**config.mk**
```make
export PLATFORM = sky130hd
export DESIGN_NAME = y_fetch_unit_flat
export DESIGN_NICKNAME = d
export VERILOG_FILES = /design/src/rtl/y_fetch_unit_if.sv /design/src/rtl/y_fetch_unit.sv /design/src/flat_wrapper.sv
export SDC_FILE = /design/constraint.sdc
export NUM_CORES = 1
export LEC_CHECK = 0
export CORE_ASPECT_RATIO = 0.6
export CORE_MARGIN = 1.5
export CORE_UTILIZATION = 25
export CTS_BUF_LIST = sky130_fd_sc_hd__clkbuf_8
export CTS_CLUSTER_DIAMETER = 100
export DETAILED_ROUTE_END_ITERATION = 8
export DONT_BUFFER_PORTS = 1
export MAX_ROUTING_LAYER = met4
export PLACE_DENSITY = 0.39
export SKIP_CTS_REPAIR_TIMING = 1
export SKIP_LAST_GASP = 1
export SYNTH_ARGS = -nofsm -noshare
export SYNTH_HDL_FRONTEND = slang
export SYNTH_SLANG_ARGS = --single-unit
```
**constraint.sdc**
```tcl
create_clock -name clk -period 7.4 [get_ports clk]
set_input_delay 1.85 -clock clk [delete_from_list [all_inputs] [get_ports clk]]
set_output_delay 1.85 -clock clk [all_outputs]
set_load 0.01 [all_outputs]
```
**src/rtl/y_fetch_unit_if.sv**
```systemverilog
// y_fetch_unit_if: instruction-memory and decode-side signals of the fetch unit.
interface y_fetch_unit_if #(parameter int XLEN = 32);
    logic            imem_req;
    logic [XLEN-1:0] imem_addr;
    logic            imem_gnt;
    logic            imem_rvalid;
    logic [31:0]     imem_rdata;
    logic [31:0]     ins;
    logic [XLEN-1:0] PC;
    logic [XLEN-1:0] PCp4;
    logic            ins_valid;
    logic            ins_ready;
    logic            redirect;
    logic [XLEN-1:0] redirect_pc;
    logic            INT;
    logic [XLEN-1:0] entryPoint;

    modport master (
        output imem_req, imem_addr, ins, PC, PCp4, ins_valid,
        input  imem_gnt, imem_rvalid, imem_rdata, ins_ready, redirect, redirect_pc, INT, entryPoint
    );
    modport slave (
        input  imem_req, imem_addr, ins, PC, PCp4, ins_valid,
        output imem_gnt, imem_rvalid, imem_rdata, ins_ready, redirect, redirect_pc, INT, entryPoint
    );
endinterface

```
**src/rtl/y_fetch_unit.sv**
```systemverilog
// y_fetch_unit: fetch PC, one-outstanding imem request FSM and DEPTH-entry prefetch queue.
module y_fetch_unit #(
    parameter int              XLEN     = 32,
    parameter int              DEPTH    = 2,
    parameter logic [XLEN-1:0] RESET_PC = '0,
    parameter int              STEP     = 4
) (
    input logic               clk,
    input logic               rst,
    y_fetch_unit_if.master    bus
);
    typedef enum logic [1:0] {IDLE, REQ, WAIT} state_e;
    localparam int AW = $clog2(DEPTH);
    localparam int CW = $clog2(DEPTH + 1);
    localparam logic [XLEN-1:0] ALIGN = ~XLEN'(3);

    state_e          state_q, state_d;
    logic [XLEN-1:0] fpc_q, fpc_d, req_pc_q, req_pc_d, tgt, head_pc;
    logic [CW-1:0]   count_q, count_d;
    logic [AW-1:0]   rd_q, rd_d, wr_q, wr_d;
    logic            discard_q, discard_d, flush, push, pop, valid;
    logic [31:0]     ins_mem [DEPTH];
    logic [XLEN-1:0] pc_mem  [DEPTH];

    always_comb begin
        flush     = bus.INT | bus.redirect;
        tgt       = (bus.INT ? bus.entryPoint : bus.redirect_pc) & ALIGN;
        valid     = (count_q != '0) && !flush;
        pop       = valid && bus.ins_ready;
        push      = (state_q == WAIT) && bus.imem_rvalid && !discard_q && !flush;
        state_d   = state_q;
        req_pc_d  = req_pc_q;
        if (state_q == IDLE && (flush || count_q < CW'(DEPTH))) begin
            state_d  = REQ;
            req_pc_d = flush ? tgt : fpc_q;
        end else if (state_q == REQ && bus.imem_gnt) begin
            state_d = WAIT;
        end else if (state_q == WAIT && bus.imem_rvalid) begin
            state_d = IDLE;
        end
        // once discarding, fpc already holds the redirect target and must not advance
        fpc_d     = flush ? tgt
                  : (state_q == REQ && bus.imem_gnt && !discard_q) ? fpc_q + XLEN'(STEP) : fpc_q;
        discard_d = (state_q == WAIT && bus.imem_rvalid) ? 1'b0
                  : (flush && state_q != IDLE) ? 1'b1 : discard_q;
        count_d   = flush ? '0 : count_q + CW'(push) - CW'(pop);
        rd_d      = flush ? '0 : pop ? rd_q + AW'(1) : rd_q;
        wr_d      = flush ? '0 : push ? wr_q + AW'(1) : wr_q;
    end

    always_ff @(posedge clk) begin
        if (rst) begin
            state_q   <= IDLE;
            fpc_q     <= RESET_PC & ALIGN;
            req_pc_q  <= RESET_PC & ALIGN;
            discard_q <= 1'b0;
            count_q   <= '0;
            rd_q      <= '0;
            wr_q      <= '0;
        end else begin
            state_q   <= state_d;
            fpc_q     <= fpc_d;
            req_pc_q  <= req_pc_d;
            discard_q <= discard_d;
            count_q   <= count_d;
            rd_q      <= rd_d;
            wr_q      <= wr_d;
        end
    end

    always_ff @(posedge clk) begin
        if (push) begin
            ins_mem[wr_q] <= bus.imem_rdata;
            pc_mem[wr_q]  <= req_pc_q;
        end
    end

    assign head_pc       = (count_q != '0) ? pc_mem[rd_q] : '0;
    assign bus.imem_req  = (state_q == REQ);
    assign bus.imem_addr = req_pc_q;
    assign bus.ins       = (count_q != '0) ? ins_mem[rd_q] : '0;
    assign bus.PC        = head_pc;
    assign bus.PCp4      = head_pc + XLEN'(STEP);
    assign bus.ins_valid = valid;
endmodule

```
**src/flat_wrapper.sv**
```systemverilog
// flat-port wrapper written by rule: the top's interface ports become plain ports
module y_fetch_unit_flat 
#(
    parameter int              XLEN     = 32,
    parameter int              DEPTH    = 2,
    parameter logic [XLEN-1:0] RESET_PC = '0,
    parameter int              STEP     = 4
)
  (clk, rst, bus_imem_req, bus_imem_addr, bus_ins, bus_PC, bus_PCp4, bus_ins_valid, bus_imem_gnt, bus_imem_rvalid, bus_imem_rdata, bus_ins_ready, bus_redirect, bus_redirect_pc, bus_INT, bus_entryPoint);
  y_fetch_unit_if #(.XLEN(XLEN)) bus_i ();
  input logic clk;
  input logic rst;
  output wire logic [$bits(bus_i.imem_req)-1:0] bus_imem_req;
  output wire logic [$bits(bus_i.imem_addr)-1:0] bus_imem_addr;
  output wire logic [$bits(bus_i.ins)-1:0] bus_ins;
  output wire logic [$bits(bus_i.PC)-1:0] bus_PC;
  output wire logic [$bits(bus_i.PCp4)-1:0] bus_PCp4;
  output wire logic [$bits(bus_i.ins_valid)-1:0] bus_ins_valid;
  input wire logic [$bits(bus_i.imem_gnt)-1:0] bus_imem_gnt;
  input wire logic [$bits(bus_i.imem_rvalid)-1:0] bus_imem_rvalid;
  input wire logic [$bits(bus_i.imem_rdata)-1:0] bus_imem_rdata;
  input wire logic [$bits(bus_i.ins_ready)-1:0] bus_ins_ready;
  input wire logic [$bits(bus_i.redirect)-1:0] bus_redirect;
  input wire logic [$bits(bus_i.redirect_pc)-1:0] bus_redirect_pc;
  input wire logic [$bits(bus_i.INT)-1:0] bus_INT;
  input wire logic [$bits(bus_i.entryPoint)-1:0] bus_entryPoint;
  assign bus_imem_req = bus_i.imem_req;
  assign bus_imem_addr = bus_i.imem_addr;
  assign bus_ins = bus_i.ins;
  assign bus_PC = bus_i.PC;
  assign bus_PCp4 = bus_i.PCp4;
  assign bus_ins_valid = bus_i.ins_valid;
  assign bus_i.imem_gnt = bus_imem_gnt;
  assign bus_i.imem_rvalid = bus_imem_rvalid;
  assign bus_i.imem_rdata = bus_imem_rdata;
  assign bus_i.ins_ready = bus_ins_ready;
  assign bus_i.redirect = bus_redirect;
  assign bus_i.redirect_pc = bus_redirect_pc;
  assign bus_i.INT = bus_INT;
  assign bus_i.entryPoint = bus_entryPoint;
  y_fetch_unit #(.XLEN(XLEN), .DEPTH(DEPTH), .RESET_PC(RESET_PC), .STEP(STEP)) u_core (.clk(clk), .rst(rst), .bus(bus_i));
endmodule
```
==> reports/metrics.cfg <==
[outcome]
outcome = complete, no violations

[timing]
max-slew-margin-rel = 0.328
finalMaxSlewViolations = 0
post_layout_worst_setup_margin_ns = 1.41
fin_crit_sh = 0.810
worstMarginPinSlew_ns = 1.01
final_setup_violation_count = 0
max_freq_mhz = 167
clock_skew_ns = 0.0276
setup_total_negative_slack_ns = 0
rsz0062_at_grt = false
final-hold-violation-count = 0
min_period_ns = 5.99

[die]
pin_count = 233
chipHeight_um = 152
floorplan.die.width_um = 251
dieArea_um2 = 38200
initial_utilization = 0.254
std_cell_rows = 54
core_um2 = 36400

[yosys]
postSynthRegisterBits = 192
syn_area_per_cell_um2 = 10.9
syn_area_um2 = 9250
dominantRegCellSynth = sky130_fd_sc_hd__edfxtp_1
yosys.cell_types.count = 63
synthArstFlopShare = 0
synth.yosys.seq_area_share = 0.550
synth_warnings = 0
number_of_enable_type_register_cells_in_the_synthesized_netlist = 124
post_synth_inst_count = 851

[worst_setup_path]
critPathSlowestCell = sky130_fd_sc_hd__dfxtp_4
worst_case_register_to_register_setup_slack_ns = 4.90
r2r_end = u_core.count_q[1]
critPathCaptureType = primary output
path_buf_inv = 1
worst_ep_required_time_ns = 5.55
cp_top_family = flip-flops
timing.critical_path.cells = mux2_2 > o21ai_0 > inv_1 > ha_1 > nand4b_1 > a211oi_2 > nand4_4 > nor4_2 > xor2_1
timing.critical_path.fanout_max = 57
critPathMaxStageDelay_ns = 0.96
worst-r2r-cell-count = 9
critical_path.startpoint_type = flip-flop
worst-endpoint-arrival_ns = 4.14
r2r_startpoint = u_core.count_q[1]
setup.worst_path.class = reg2out

[min_path]
timing.hold.worst.class = reg2reg
cell_depth_of_the_worst_min_delay_path = 2
hold_end = u_core.bus.imem_addr[31]
holdCritStartpoint = u_core.fpc_q[31]

[drt]
route.antenna.remaining_nets = 0
drt_drc_violations_left = 0
via_count = 6372
drt-initial-drc-count = 379
first_pass_iters = 6
viasPerCell = 4.85
drt-total-wl_mm = 28.0
mean_routed_wirelength_per_cell_um = 21.3

[clock_network]
clkTransAtPathRegs_ns = 0.11
cts_sinks = 192
clock_insertion_delay_worst_skew_ns = 0.49
tritoncts.num_buffers = 17
tritoncts = built
clock_tree.root_cell = sky130_fd_sc_hd__clkbuf_8
ctsLongestPathBuffers = 2
htreeDepth = 4

[job]
cap_violations = 0

[placement]
cell_count_post_placement = 1281
post-dp-hpwl_mm = 20.3
portBuffers = 0
worst_setup_slack_post_dpl_ns = 1.87
finalWeightedCongestion = 0.841

[global_routing]
global_route_wire_length_before_repair_mm = 42.6
maximum_number_of_pins_on_one_net_before_global_route_repair = 68
vias_in_the_first_global_route = 6326
global_route.usage.total = 0.154
grt_antenna_before_repair = 0
grt.overflow.total = 0

[finish]
fin_cells = 1313
layout.nets = 931
antenna-diode-count = 0
layout.core_utilization = 0.274
most-common-layout-cells = 124 x sky130_fd_sc_hd__edfxtp_1, 108 x sky130_fd_sc_hd__nor2_1, 71 x sky130_fd_sc_hd__mux2i_1, 67 x sky130_fd_sc_hd__dfxtp_1, 66 x sky130_fd_sc_hd__nand2_1
layout_commonest_cell = sky130_fd_sc_hd__edfxtp_1
drive_gt1_frac = 0.0860
area.growth.synth_to_final_pct = 7.90

[pwr]
p_per_area_nw_per_um2 = 202
p_leak_nw = 3.15
vdd.ir_drop.worst_v = 0.0000936

-- registers in the layout (all words and copies together), names as in the netlist, named ones only --
| signal | cells |
|---|---|
| u_core.bus.imem_addr | 30 |
| u_core.state_q | 2 |
| u_core.rd_q | 1 |
| u_core.ins_mem | 64 |
| u_core.pc_mem | 60 |
| u_core.count_q | 2 |
| u_core.fpc_q | 30 |
| u_core.wr_q | 1 |
| u_core.discard_q | 1 |
-- worst max-delay path by stage --
stage               from                   end  cells after the start
2_1_floorplan    bus_INT  u_core.ins_mem[0][0]                      5
3_3_place_gp   flip-flop          bus_PCp4[24]                      9
3_5_place_dp   flip-flop          bus_PCp4[24]                      9
4_1_cts        flip-flop          bus_PCp4[24]                      9
5_1_grt        flip-flop          bus_PCp4[24]                      9
6_report       flip-flop          bus_PCp4[24]                      9
-- layer usage --
metal | track usage | vias up | share of wire
met3 | 0.0516 | 15 | 0.067
met2 | 0.215 | 161 | 0.41
met1 | 0.214 | 3143 | 0.50
met5 | - | - | 0
li1 | - | 3053 | -
met4 | 0.0336 | 0 | 0.014
-- cells by family (layout without fill, tap and decap cells) --
| family | Yosys count | in the layout | synth area share |
|---|---|---|---|
| simple gates | 306 | 306 | 0.171 |
| other cells | 1 | 6 | 0.000405 |
| flops | 192 | 192 | 0.550 |
| xor+xnor | 48 | 48 | 0.0454 |
| mux | 72 | 72 | 0.0780 |
| fa+ha+maj | 4 | 4 | 0.00541 |
| buf+inv | 72 | 53 | 0.0383 |
| compound gates | 156 | 156 | 0.112 |
-- tightest hold or removal path, cell delays in order (launching register included) --
cell,delay [ns]
sky130_fd_sc_hd__dfxtp_1,0.34
sky130_fd_sc_hd__nand2_1,0.06
sky130_fd_sc_hd__a311oi_1,0.08
-- power breakdown --
group	leakage [nW]	switching (mW)	internal, mW
Combinational	1.27	0.0815	0.0523
Clock	0.185	0.404	0.242
Sequential	1.69	0.0602	1.18
Total	3.15	0.545	1.47
-- metrics by stage --
step                power [mW]  instance area (um^2)  hold WS (ns)
floorplan                 1.35                  9270         0.467
global placement          1.40                  9640         0.485
detailed placement        1.40                  9640         0.492
CTS                       2.05                  9980         0.509
global route              2.12                  9980         0.544
finish                    2.01                  9980         0.509
-- synthesized netlist by cell type (3+ instances only) --
master,n,area share
sky130_fd_sc_hd__edfxtp_1,124,0.40
sky130_fd_sc_hd__nor2_1,108,0.044
sky130_fd_sc_hd__mux2i_1,71,0.077
sky130_fd_sc_hd__dfxtp_1,68,0.15
sky130_fd_sc_hd__nand2_1,66,0.027
sky130_fd_sc_hd__a21oi_1,43,0.023
sky130_fd_sc_hd__nand3_1,27,0.015
sky130_fd_sc_hd__o21ai_0,26,0.014
sky130_fd_sc_hd__xor2_1,25,0.024
sky130_fd_sc_hd__clkbuf_1,24,0.0097
sky130_fd_sc_hd__nor3_1,23,0.012
sky130_fd_sc_hd__xnor2_1,23,0.022
sky130_fd_sc_hd__buf_2,22,0.012
sky130_fd_sc_hd__nand4_1,19,0.013
sky130_fd_sc_hd__o22ai_1,17,0.011
sky130_fd_sc_hd__a211oi_1,16,0.013
sky130_fd_sc_hd__inv_1,13,0.0053
sky130_fd_sc_hd__buf_4,9,0.0073
sky130_fd_sc_hd__and2_1,7,0.0047
sky130_fd_sc_hd__nand3b_1,7,0.0057
sky130_fd_sc_hd__o21a_1,7,0.0057
sky130_fd_sc_hd__a211oi_2,6,0.0081
sky130_fd_sc_hd__nand2b_1,6,0.0041
sky130_fd_sc_hd__a21boi_0,5,0.0041
sky130_fd_sc_hd__a22oi_1,5,0.0041
sky130_fd_sc_hd__a311oi_1,5,0.0047
sky130_fd_sc_hd__a31oi_1,5,0.0034
sky130_fd_sc_hd__and3_1,5,0.0034
sky130_fd_sc_hd__and4_1,5,0.0047
sky130_fd_sc_hd__nor4_2,5,0.0068
sky130_fd_sc_hd__ha_1,4,0.0054
sky130_fd_sc_hd__or3_1,4,0.0027
sky130_fd_sc_hd__buf_6,3,0.0037
sky130_fd_sc_hd__nand4_2,3,0.0041
sky130_fd_sc_hd__nor2b_1,3,0.0020
sky130_fd_sc_hd__nor4_1,3,0.0020
sky130_fd_sc_hd__o211ai_1,3,0.0024
sky130_fd_sc_hd__o41ai_1,3,0.0028
sky130_fd_sc_hd__or2_2,3,0.0020
-- cell type report --
class	instances	area (um^2)
tap	476	596
sequential	192	5090
timing repair buffer	7	52.6
clock inverter	14	93.8
inverter	14	52.6
fill	3840	26400
clock buffer	18	248
multi-input combinational	592	3850
Note: power is estimated with default switching activity, not from simulation.
